$ cat src/rtl/proton_fetch_queue_if.sv
// Fetch-queue bus: instruction-memory request/response, redirect strobe and
// the decode-side head-of-queue handshake.
interface proton_fetch_queue_if;
  logic        imem_req;
  logic [31:0] imem_addr;
  logic [31:0] imem_rdata;
  logic        redirect;
  logic [31:0] redirect_pc;
  logic        id_valid;
  logic        id_ready;
  logic [31:0] id_instr;
  logic [31:0] id_pc;
  logic        halted;

  modport master (
    output imem_req, imem_addr, id_valid, id_instr, id_pc, halted,
    input  imem_rdata, redirect, redirect_pc, id_ready
  );

  modport slave (
    input  imem_req, imem_addr, id_valid, id_instr, id_pc, halted,
    output imem_rdata, redirect, redirect_pc, id_ready
  );
endinterface

$ cat src/rtl/proton_fetch_queue.sv
// Instruction fetch queue: issues sequential fetches, buffers responses in a
// DEPTH-entry ring and presents a registered head to decode; stops at EBREAK.
module proton_fetch_queue #(
  parameter int unsigned DEPTH    = 4,
  parameter logic [31:0] RESET_PC = 32'h0000_0000
) (
  input  logic                  clk1,
  input  logic                  rst,
  proton_fetch_queue_if.master  fq
);

  localparam int unsigned PW     = $clog2(DEPTH);
  localparam int unsigned CW     = PW + 1;
  localparam logic [31:0] EBREAK = 32'h0010_0073;
  localparam logic [31:0] WMASK  = 32'hFFFF_FFFC;

  logic [31:0]   pc_p0;
  logic          vld_p1;
  logic [31:0]   pc_p1;
  logic          vld_p2;
  logic [31:0]   instr_p2;
  logic [31:0]   pc_p2;

  logic [31:0]   q_instr [DEPTH];
  logic [31:0]   q_pc    [DEPTH];
  logic [PW-1:0] head;
  logic [PW-1:0] tail;
  logic [CW-1:0] count;
  logic          halt_pending;
  logic          halted;

  logic          deq;
  logic          enq;
  logic          issue;
  logic          bypass;
  logic          halted_nxt;
  logic [CW-1:0] occ;
  logic [CW-1:0] count_nxt;
  logic [PW-1:0] head_nxt;
  logic [PW-1:0] tail_nxt;
  logic [31:0]   hd_instr_nxt;
  logic [31:0]   hd_pc_nxt;

  always_comb begin
    deq   = vld_p2 & fq.id_ready;
    // a response is dropped when flushed, or when it trails an EBREAK
    enq   = vld_p1 & ~fq.redirect & ~halt_pending & ~halted;
    // slots already promised: stored entries plus the one response in flight
    occ   = count + CW'(vld_p1) - CW'(deq);
    issue = ~rst & (occ < CW'(DEPTH)) & ~halt_pending & ~halted & ~fq.redirect;
    halted_nxt = halted | (deq & (instr_p2 == EBREAK));

    if (fq.redirect) begin
      count_nxt = '0;
      head_nxt  = '0;
      tail_nxt  = '0;
    end else begin
      count_nxt = count + CW'(enq) - CW'(deq);
      head_nxt  = head + PW'(deq);
      tail_nxt  = tail + PW'(enq);
    end

    // the slot being written this cycle becomes the new head when the queue drains to it
    bypass       = enq & (tail == head_nxt);
    hd_instr_nxt = bypass ? fq.imem_rdata : q_instr[head_nxt];
    hd_pc_nxt    = bypass ? pc_p1         : q_pc[head_nxt];
  end

  // ---- p0 -> p1: fetch PC, request tracking, queue control, head output ----
  always_ff @(posedge clk1) begin
    if (rst) begin
      pc_p0        <= RESET_PC & WMASK;
      vld_p1       <= 1'b0;
      head         <= '0;
      tail         <= '0;
      count        <= '0;
      halt_pending <= 1'b0;
      halted       <= 1'b0;
      vld_p2       <= 1'b0;
      instr_p2     <= '0;
      pc_p2        <= '0;
    end else begin
      if (fq.redirect) begin
        pc_p0 <= fq.redirect_pc & WMASK;
      end else if (issue) begin
        pc_p0 <= pc_p0 + 32'd4;
      end
      vld_p1 <= issue;
      head   <= head_nxt;
      tail   <= tail_nxt;
      count  <= count_nxt;
      halted <= halted_nxt;

      if (fq.redirect) begin
        halt_pending <= 1'b0;
      end else if (enq && (fq.imem_rdata == EBREAK)) begin
        halt_pending <= 1'b1;
      end

      // ---- p2: registered head presented to decode ----
      vld_p2 <= (count_nxt != '0) & ~halted_nxt;
      if (count_nxt != '0) begin
        instr_p2 <= hd_instr_nxt;
        pc_p2    <= hd_pc_nxt;
      end
    end
  end

  // ---- p1: response capture into the ring ----
  always_ff @(posedge clk1) begin
    if (issue) begin
      pc_p1 <= pc_p0;
    end
    if (enq) begin
      q_instr[tail] <= fq.imem_rdata;
      q_pc[tail]    <= pc_p1;
    end
  end

  assign fq.imem_req  = issue;
  assign fq.imem_addr = pc_p0;
  assign fq.id_valid  = vld_p2;
  assign fq.id_instr  = instr_p2;
  assign fq.id_pc     = pc_p2;
  assign fq.halted    = halted;

endmodule

$ cat src/flat_wrapper.sv
// flat-port wrapper written by rule: the top's interface ports become plain ports
module proton_fetch_queue_flat 
#(
  parameter int unsigned DEPTH    = 4,
  parameter logic [31:0] RESET_PC = 32'h0000_0000
)
  (clk1, rst, fq_imem_req, fq_imem_addr, fq_id_valid, fq_id_instr, fq_id_pc, fq_halted, fq_imem_rdata, fq_redirect, fq_redirect_pc, fq_id_ready);
  proton_fetch_queue_if fq_i ();
  input  logic clk1;
  input  logic rst;
  output wire logic [$bits(fq_i.imem_req)-1:0] fq_imem_req;
  output wire logic [$bits(fq_i.imem_addr)-1:0] fq_imem_addr;
  output wire logic [$bits(fq_i.id_valid)-1:0] fq_id_valid;
  output wire logic [$bits(fq_i.id_instr)-1:0] fq_id_instr;
  output wire logic [$bits(fq_i.id_pc)-1:0] fq_id_pc;
  output wire logic [$bits(fq_i.halted)-1:0] fq_halted;
  input wire logic [$bits(fq_i.imem_rdata)-1:0] fq_imem_rdata;
  input wire logic [$bits(fq_i.redirect)-1:0] fq_redirect;
  input wire logic [$bits(fq_i.redirect_pc)-1:0] fq_redirect_pc;
  input wire logic [$bits(fq_i.id_ready)-1:0] fq_id_ready;
  assign fq_imem_req = fq_i.imem_req;
  assign fq_imem_addr = fq_i.imem_addr;
  assign fq_id_valid = fq_i.id_valid;
  assign fq_id_instr = fq_i.id_instr;
  assign fq_id_pc = fq_i.id_pc;
  assign fq_halted = fq_i.halted;
  assign fq_i.imem_rdata = fq_imem_rdata;
  assign fq_i.redirect = fq_redirect;
  assign fq_i.redirect_pc = fq_redirect_pc;
  assign fq_i.id_ready = fq_id_ready;
  proton_fetch_queue #(.DEPTH(DEPTH), .RESET_PC(RESET_PC)) u_core (.clk1(clk1), .rst(rst), .fq(fq_i));
endmodule
$ cat config.mk
export PLATFORM = sky130hd
export DESIGN_NAME = proton_fetch_queue_flat
export DESIGN_NICKNAME = d
export VERILOG_FILES = /design/src/rtl/proton_fetch_queue_if.sv /design/src/rtl/proton_fetch_queue.sv /design/src/flat_wrapper.sv
export SDC_FILE = /design/constraint.sdc
export NUM_CORES = 1
export LEC_CHECK = 0
export ABC_AREA = 1
export ABC_CLOCK_PERIOD_IN_PS = 16700
export BUFFER_PORTS_ARGS = -buffer_cell sky130_fd_sc_hd__buf_2
export CORE_AREA = 2 2 177 179
export DETAILED_ROUTE_END_ITERATION = 16
export DIE_AREA = 0 0 179 181
export PLACE_DENSITY = 0.74
export SYNTH_ARGS = -nofsm -noshare
export SYNTH_HDL_FRONTEND = slang
export SYNTH_SLANG_ARGS = --single-unit
$ cat constraint.sdc
create_clock -name clk1 -period 16.7 [get_ports clk1]
set_input_delay 1.67 -clock clk1 [delete_from_list [all_inputs] [get_ports clk1]]
set_output_delay 1.67 -clock clk1 [all_outputs]
set_load 0.01 [all_outputs]
Word level (Yosys, flattened, before mapping). Memories as Yosys holds them, arrays and structs flattened. A register that Yosys moved wholly into a read port is not among the register bits. Cells that the tools add are included.

Logic and storage cells: 48. Memory bits (writable): 256. Memories: 2. Register bits after elaboration: 75. Bits of input ports: 68.

Memory list: u_core.q_instr (words 4, bits a word 32, rd ports 1, clocked after Yosys merged registers in 1, write ports 1, line proton_fetch_queue.sv:24) `logic [31:0] q_instr [DEPTH];`; u_core.q_pc (words 4, bits a word 32, rd ports 1, clocked after Yosys merged registers in 1, write ports 1, line proton_fetch_queue.sv:25) `logic [31:0] q_pc [DEPTH];`.

Add/subtract/negate cells: 7. Mux-type cells: 6. Magnitude comparators: 1. Reductions and logical operators: 4. Eq/ne operators: 2. Bitwise operators: 16.

Operators with widths (number): == test 32 x 21 -> 1 bit, second input constant (2); two-way mux 32 bit (2); adder 32 x 3 -> 32 bit, second input constant (1); AND 1 bit (10); adder 3 x 1 -> 3 bit (2); subtractor 3 x 1 -> 3 bit (2); inverter 1 bit (5); adder 2 x 1 -> 2 bit (2); less-than comparator 3 bit, second input constant (1); two-way mux 3 bit (1); nonzero test 3 bit (1); two-way mux 1 bit (2); two-way mux 2 bit (1); nonzero test 2 bit (1); OR reduction 2 bit (1); logical AND 1 bit (1); OR 1 bit (1).

Depth between registers and ports, before layout. Gate-level depths: netlist of the first run.

Depth after elaboration: 9. Gate-level depth with buffers: 15.

Least setup slack after synthesis of the first run. Ideal clock, no wire load.

Path kind: in2reg. Start: input fq_redirect. End: memory u_core.q_instr[1][0] (enable). Buffers on the path: 0. Cell stages on the path: 3. Data arrival time: 6261 ps. Setup slack: 9880 ps. Path through: inv_2 > nand4_1 > nor3_1.

Word-level cells in the longest chain between the ends: 6.

Ends and longest elaborated chain: start: declaration (line flat_wrapper.sv:18) `input wire logic [$bits(fq_i.redirect)-1:0] fq_redirect;`; inverter 1 bit (line proton_fetch_queue.sv:47) `enq = vld_p1 & ~fq.redirect & ~halt_pending & ~halted;`; AND 1 bit (3 in series) (line proton_fetch_queue.sv:47); two-way mux 1 bit (line proton_fetch_queue.sv:114) `if (enq) begin`; two-way mux 1 bit (implied by the code) (line proton_fetch_queue.sv:115) `q_instr[tail] <= fq.imem_rdata;`; end: declaration (line proton_fetch_queue.sv:24).

Every way passes these cells.

Final worst setup path of the first run.
Start: input fq_redirect. End: register u_core.pc_p2[22], in the netlist u_core.fq.id_pc[22], read port of u_core.q_pc.

Word-level cells in the longest chain between the ends: 8. Elaborated cells between the ends (all ways): 9.

Ends and longest elaborated chain: inverter 1 bit (line proton_fetch_queue.sv:47); AND 1 bit (3 in series) (line proton_fetch_queue.sv:47); adder 3 x 1 -> 3 bit (line proton_fetch_queue.sv:58) `count_nxt = count + CW'(enq) - CW'(deq);`; subtractor 3 x 1 -> 3 bit (line proton_fetch_queue.sv:58); two-way mux 3 bit (line proton_fetch_queue.sv:53) `if (fq.redirect) begin`; nonzero test 3 bit (line proton_fetch_queue.sv:102) `if (count_nxt != '0) begin`; end: declaration (line proton_fetch_queue.sv:22) `logic [31:0] pc_p2;`.

Several ways; a longest one is shown, not always the timed one. A chain may end at the register's enable or synchronous reset.

==> out/metrics.yaml, run 1 <==
floorplan:
  die_width_um: 179
  core_area_sq_mm: 0.0303
  start_util_pct: 54.7
  die_y_um: 181
  rows: 64
  design.die.area_sq_mm: 0.0324
  io_pins: 167
clocking:
  cts_tree: "built"
  cts_setup_buffers: 0
  cts_made_buffers: 40
  clock_tree.root_cell: "clkbuf_16"
  cts.sinks: 381
  cts_resized: 0
  clock_latency_ns: 0.53
  clock_path_buffers: 3
  cts.htree.levels: 2
  holdBufCountCts: 0
  clkSlewWorstSetupHoldPaths_ns: 0.06
routing:
  firstDrtPassIters: 7
  drc: 0
  wire_per_inst_um: 19.3
  drt_wl_total_um: 43500
  antenna_left: 0
  num_vias: 13101
  first_iter_violations: 1368
  vias_per_cell: 5.82
yosys:
  synth_edf_count: 278
  synth_top_area_share_pct: 50.3
  synthArstFlopShare_pct: 0
  synthCells: 1713
  yosysWarnings: 0
  syn_avg_cell_area_sq_um: 9.69
  ys.flop_type: "edfxtp_1"
  ys_ff_latch: 381
  ys_seq_area_share_pct: 62.7
  synth_top_area_cell: "edfxtp_1"
  synth.distinct_cells: 32
  syn_area_sq_mm: 0.0166
  synth_area_leaders: "edfxtp_1 50%, nand2_1 13%, dfxtp_1 12%"
hold_path:
  hold_class: "register to register"
  hp-start: "u_core.fq.id_pc[4]$_SDFFE_PP0P_"
setup_path:
  critPathArrivalTime_ns: 6.31
  crit_type: "input pin to register"
  timing.rr.start: "u_core.fq.id_valid$_SDFF_PP0_"
  crit_path_end_kind: "register"
  startpoint: "fq_redirect"
  path_max_fanout: 78
  required_ns: 17.15
  r2r_slack_ns: 12.04
  startpoint_type: "input pin"
grt:
  grt_max_degree: 79
  gr-total-overflow: 0
  grt_pass1_vias: 12599
  grt_pass1_wl_um: 68400
  antenna_found_initial: 1
  track_usage_pct: 27.0
finish:
  mostFrequentLayoutCell: "nand2_1"
  layout_common_cells: "569 x nand2_1, 278 x edfxtp_1, 233 x nand3_1, 160 x buf_2, 137 x nand4_1"
  final_cells: 2250
  layout.nets: 1896
  area_delta_synth_final_pct: 14.3
  layout-drive-gt1-share_pct: 14.1
timing:
  setup_viol: 0
  fin_crit_ns: 5.86
  fin_ws_ns: 10.84
  hold_viol: 0
  slew_headroom_pct: 38.7
  period_share_pct: 35.1
  tightest_slew_ns: 0.919
  max_freq_mhz: 171
  drv_slew: 0
  skew_ns: 0.0294
  fin_setup_tns_ns: 0
  rsz0062_at_grt: "no"
place:
  port_buffers: 160
  gp_congestion: 0.846
  dp_cells: 2177
  dp.final_hpwl_um: 24000
  place_ws_ns: 10.40
flow_run:
  max_cap_violations: 0
power_and_ir_drop:
  power.density_mw_per_mm2: 114
  cellLeakagePower_nw: 7.72
  total_power_mw: 2.16
  ir_drop_mv: 0.0697
outcome:
  status: "finished, final reports clean"
routing by layer:
layer	vias to the layer above	track usage [%]	share of wire [%]
li1	6164	-	-
met1	6278	37.2	41
met2	572	43.0	48
met3	87	5.05	8.7
met4	0	9.30	2.5
met5	-	0	0
power breakdown:
group / total [mW] / switching (mW) / internal [mW]
registers: 1.08 / 0.0298 / 1.05
logic: 0.170 / 0.115 / 0.0555
clock network: 0.910 / 0.359 / 0.551
cell families after synthesis:
family / after synthesis / share of synthesized area [%]
fa+ha+maj: 5 / 0.422
buf+inv: 177 / 4.41
flops: 381 / 62.7
compound gates: 38 / 1.24
xor+xnor: 15 / 0.792
simple gates: 1096 / 30.4
other cells: 1 / 0.0226
per-stage QoR:
stage	area (sq um)	util, %	hold slack (ns)
2_1_floorplan	16600	-	0.450
3_3_place_gp	17600	58.1	0.435
3_5_place_dp	17600	58.1	0.435
4_1_cts	19000	62.5	0.451
5_1_grt	19000	62.5	0.470
6_report	19000	62.5	0.447
path summary, 6_finish.rpt:
| kind | cells after the start | to |
|---|---|---|
| max | 11 | u_core.fq.id_pc[22]$_SDFFE_PP0P_ |
| min reg2reg | 2 | u_core.fq.id_pc[4]$_SDFFE_PP0P_ |
| max reg2reg | 12 | u_core.fq.id_pc[22]$_SDFFE_PP0P_ |
| min | 2 | u_core.fq.id_pc[4]$_SDFFE_PP0P_ |
state kept, by name, indices dropped and copies added, names as in the netlist:
register,cells
u_core.pc_p1,30
u_core.halt_pending,1
u_core.q_pc,120
u_core.fq.id_instr,32
u_core.head,2
u_core.fq.id_valid,1
u_core.fq.halted,1
u_core.vld_p1,1
u_core.count,3
u_core.fq.imem_addr,30
u_core.fq.id_pc,30
u_core.q_instr,128
u_core.tail,2
final cells by class:
| class | instances | area [sq um] |
|---|---|---|
| clock inverter | 17 | 219 |
| fill | 2438 | 11400 |
| tap | 396 | 495 |
| sequential | 381 | 10400 |
| timing repair buffer | 179 | 943 |
| inverter | 63 | 239 |
| multi-input combinational | 1158 | 5530 |
| antenna | 1 | 2.50 |
| clock buffer | 55 | 1130 |
Yosys cell counts (2+ instances only):
cell type / instances
nand3_2: 2
ha_1: 4
nor3_1: 10
nand3b_1: 58
buf_4: 8
nor4_1: 6
o21bai_1: 2
inv_1: 59
nand2_2: 3
clkbuf_1: 57
dfxtp_1: 103
xor2_1: 10
buf_1: 19
buf_2: 30
nand4_1: 137
inv_2: 4
nand2_1: 569
o21ai_0: 18
xnor2_1: 5
nand3_1: 234
or2_2: 2
a21oi_1: 17
nor2_1: 70
edfxtp_1: 278
critical path: stages:
cell and delay, ns:
buf_2 0.36, inv_4 0.76, nand3_2 0.78, buf_4 0.55
inv_2 0.11, nand2_1 0.08, nand2_4 0.68, nand2_4 0.76
nand2_1 0.24, nand3_1 0.15, nand2_1 0.10
No activity file was read; power rests on OpenSTA's default activity.
==> inputs of run 2 (changes only) <==
--- a/config.mk
+++ b/config.mk
@@ -6,12 +6,12 @@
 export NUM_CORES = 1
 export LEC_CHECK = 0
 export ABC_AREA = 1
-export ABC_CLOCK_PERIOD_IN_PS = 16700
+export ABC_CLOCK_PERIOD_IN_PS = 4800
 export BUFFER_PORTS_ARGS = -buffer_cell sky130_fd_sc_hd__buf_2
-export CORE_AREA = 2 2 177 179
+export CORE_AREA = 2 2 180 182
 export DETAILED_ROUTE_END_ITERATION = 16
-export DIE_AREA = 0 0 179 181
-export PLACE_DENSITY = 0.74
+export DIE_AREA = 0 0 182 184
+export PLACE_DENSITY = 0.75
 export SYNTH_ARGS = -nofsm -noshare
 export SYNTH_HDL_FRONTEND = slang
 export SYNTH_SLANG_ARGS = --single-unit
==> constraint.sdc (replaced) <==
create_clock -name clk1 -period 4.8 [get_ports clk1]
set_input_delay 0.48 -clock clk1 [delete_from_list [all_inputs] [get_ports clk1]]
set_output_delay 0.48 -clock clk1 [all_outputs]
set_load 0.01 [all_outputs]
==> out/metrics.yaml, run 2 (synthesis gave the netlist of run 1 again) <==
finish:
  layout.nets: 1905  # +0.47%
  layout_common_cells: "569 x nand2_1, 278 x edfxtp_1, 233 x nand3_1, 160 x buf_2, 137 x nand4_1"
  stdcell_area_sq_mm: 0.0190  # about the same
  regMostFlops: "u_core.q_instr"
  layout-drive-gt1-share_pct: 14.6  # +0.47 points
  fill_cells: 2563  # +5.1%
  largest_reg_flops: 128  # unchanged
  mostFrequentLayoutCell: "nand2_1"
  area_delta_synth_final_pct: 14.4  # about the same
  utilization_pct: 60.4  # -2.1 points
timing:
  slew_headroom_pct: 14.6  # -24 points
  skew_ns: 0.0215  # -0.00788 ns
  setup_viol: 0  # unchanged
  tightest_slew_ns: 1.28  # +0.362 ns
  hold_ws_ns: 0.181  # -0.266 ns
  drv_slew: 0  # unchanged
  hold_viol: 0  # unchanged
  period_share_pct: 71.2
  max_freq_mhz: 293
  fin_crit_ns: 3.42
  rsz0062_at_grt: "no"
floorplan:
  rows: 65  # +1.6%
  die_y_um: 184  # +1.7%
  die_width_um: 182  # +1.7%
  io_pins: 167  # unchanged
  core_area_sq_mm: 0.0314  # +3.4%
  design.die.area_sq_mm: 0.0335  # +3.4%
  start_util_pct: 52.9  # -1.8 points
place:
  port_buffers: 160  # unchanged
  dp.final_hpwl_um: 25000  # +3.9%
  placed_area_sq_mm: 0.0177  # +0.48%
  gp_congestion: 0.885  # +4.6%
grt:
  track_usage_pct: 26.1  # -0.95 points
  grt_pass1_wl_um: 69200  # +1.2%
  gr-total-overflow: 0  # unchanged
  antenna_found_initial: 3  # +2
  grt_max_degree: 107  # +35%
  grt_pass1_vias: 12663  # +0.51%
hold_path:
  hold_path_depth: 1  # -1
  hold_class: "input pin to register"
routing:
  vias_per_cell: 5.81  # -0.14%
  first_iter_violations: 1439  # +5.2%
  firstDrtPassIters: 6  # -1
  wire_per_inst_um: 19.1  # -0.97%
  antenna_left: 0  # unchanged
  drt_wl_total_um: 43400  # -0.22%
  drc: 0  # unchanged
  num_vias: 13182  # +0.62%
power_and_ir_drop:
  ir_drop_mv: 0.220  # +220%
  cellLeakagePower_nw: 7.74  # +0.17%
  switchingPower_mw: 1.74  # +250%
  netSwitchingFraction_pct: 23.8  # +0.48 points
  combPwrFrac_pct: 8.2  # +0.3 points
  power.density_mw_per_mm2: 385  # +240%
  clock_power_share_pct: 40.5  # -1.7 points
  p_int_mw: 5.57  # +240%
  power_frac_seq_pct: 51.3  # +1.3 points
setup_path:
  startpoint_type: "register"
  startpoint: "u_core.fq.id_valid$_SDFF_PP0_"
  path_max_fanout: 12  # -85%
  crit_end: "fq_imem_req"
  timing.rr.start: "u_core.fq.halted$_SDFF_PP0_"
  required_ns: 4.32  # -12.83 ns
  crit_type: "register to output pin"
  r2r_cells: 10  # -2
  crit_path_end_kind: "output pin"
  critPathArrivalTime_ns: 2.94  # -3.37 ns
  r2r_slack_ns: 1.52  # -10.52 ns
  r2r_end: "u_core.fq.id_instr[12]$_SDFFE_PP0P_"
clocking:
  cts_setup_buffers: 0  # unchanged
  cts_resized: 0  # unchanged
  cts_made_buffers: 39  # -2.5%
  cts_tree: "built"
  clock_path_buffers: 3  # unchanged
  holdBufCountCts: 0  # unchanged
  clock_latency_ns: 0.53  # about the same
  clkSlewWorstSetupHoldPaths_ns: 0.06  # about the same
  clock_tree.root_cell: "clkbuf_16"
  cts.htree.levels: 2  # unchanged
  cts.sinks: 381  # unchanged
flow_run:
  max_cap_violations: 0  # unchanged
outcome:
  status: "finished, final reports clean"
[run 2: stage by stage]
step	setup TNS (ns)	cells	setup slack (ns)	total power [mW]
after floorplan	-205.83	1716	-0.830	4.15
after global placement	0	2193	1.19	4.40
after detailed placement	0	2193	1.13	4.42
after CTS	0	2264	1.38	7.35
after global routing	0	2267	1.21	7.56
final	0	2267	1.38	7.31
[run 2: final cells by class]
class,instances,area (sq um),share of cell area [%]
well taps,402,503,2.65
flip-flops and latches,381,10400,54.9
inverters,63,239,1.26
clock buffers,52,1100,5.78
diodes,3,7.51,0.0396
clock inverters,19,166,0.877
multi-input cells,1158,5520,29.1
repair buffers,189,1030,5.43
[run 2: critical path: stages (launching register included)]
cell	delay, ns
dfxtp_1	0.36
nand2_1	0.21
inv_2	0.17
nand2_1	0.07
ha_1	0.27
nand2_1	0.07
inv_1	0.04
nand3_1	0.10
nand2_1	0.07
nand2_1	0.09
nand3_2	0.24
nor2_4	0.48
buf_2	0.22
[run 2: power groups by stage]
| stage | clock network (mW) | logic [mW] | registers (mW) |
|---|---|---|---|
| floorplan | 0 | 0.327 | 3.82 |
| global route | 3.13 | 0.665 | 3.76 |
| finish | 2.96 | 0.599 | 3.75 |
| global placement | 0 | 0.583 | 3.81 |
| detailed placement | 0 | 0.596 | 3.82 |
| CTS | 3.00 | 0.600 | 3.75 |
[run 2: how the worst min path moves through the flow]
stage                                     startpoint                               end  slack (ns)
finish                             fq_imem_rdata[21]   u_core.q_instr[1][21]$_DFFE_PP_        0.18
CTS                                fq_imem_rdata[21]   u_core.q_instr[1][21]$_DFFE_PP_        0.17
detailed placement   u_core.fq.id_pc[8]$_SDFFE_PP0P_   u_core.fq.id_pc[8]$_SDFFE_PP0P_        0.44
floorplan           u_core.halt_pending$_SDFFE_PP0P_  u_core.halt_pending$_SDFFE_PP0P_        0.45
global route                       fq_imem_rdata[21]   u_core.q_instr[1][21]$_DFFE_PP_        0.18
global placement     u_core.fq.id_pc[8]$_SDFFE_PP0P_   u_core.fq.id_pc[8]$_SDFFE_PP0P_        0.43
[run 2: layer usage]
layer | up-vias | wire length (um) | global-route usage, % | part of all wire [%]
met1 | 6250 | 17600 | 35.5 | 41
met4 | 0 | 1110 | 8.58 | 2.5
li1 | 6203 | - | - | -
met3 | 86 | 3840 | 4.24 | 8.9
met2 | 643 | 20800 | 42.9 | 48
met5 | - | 0 | 0 | 0
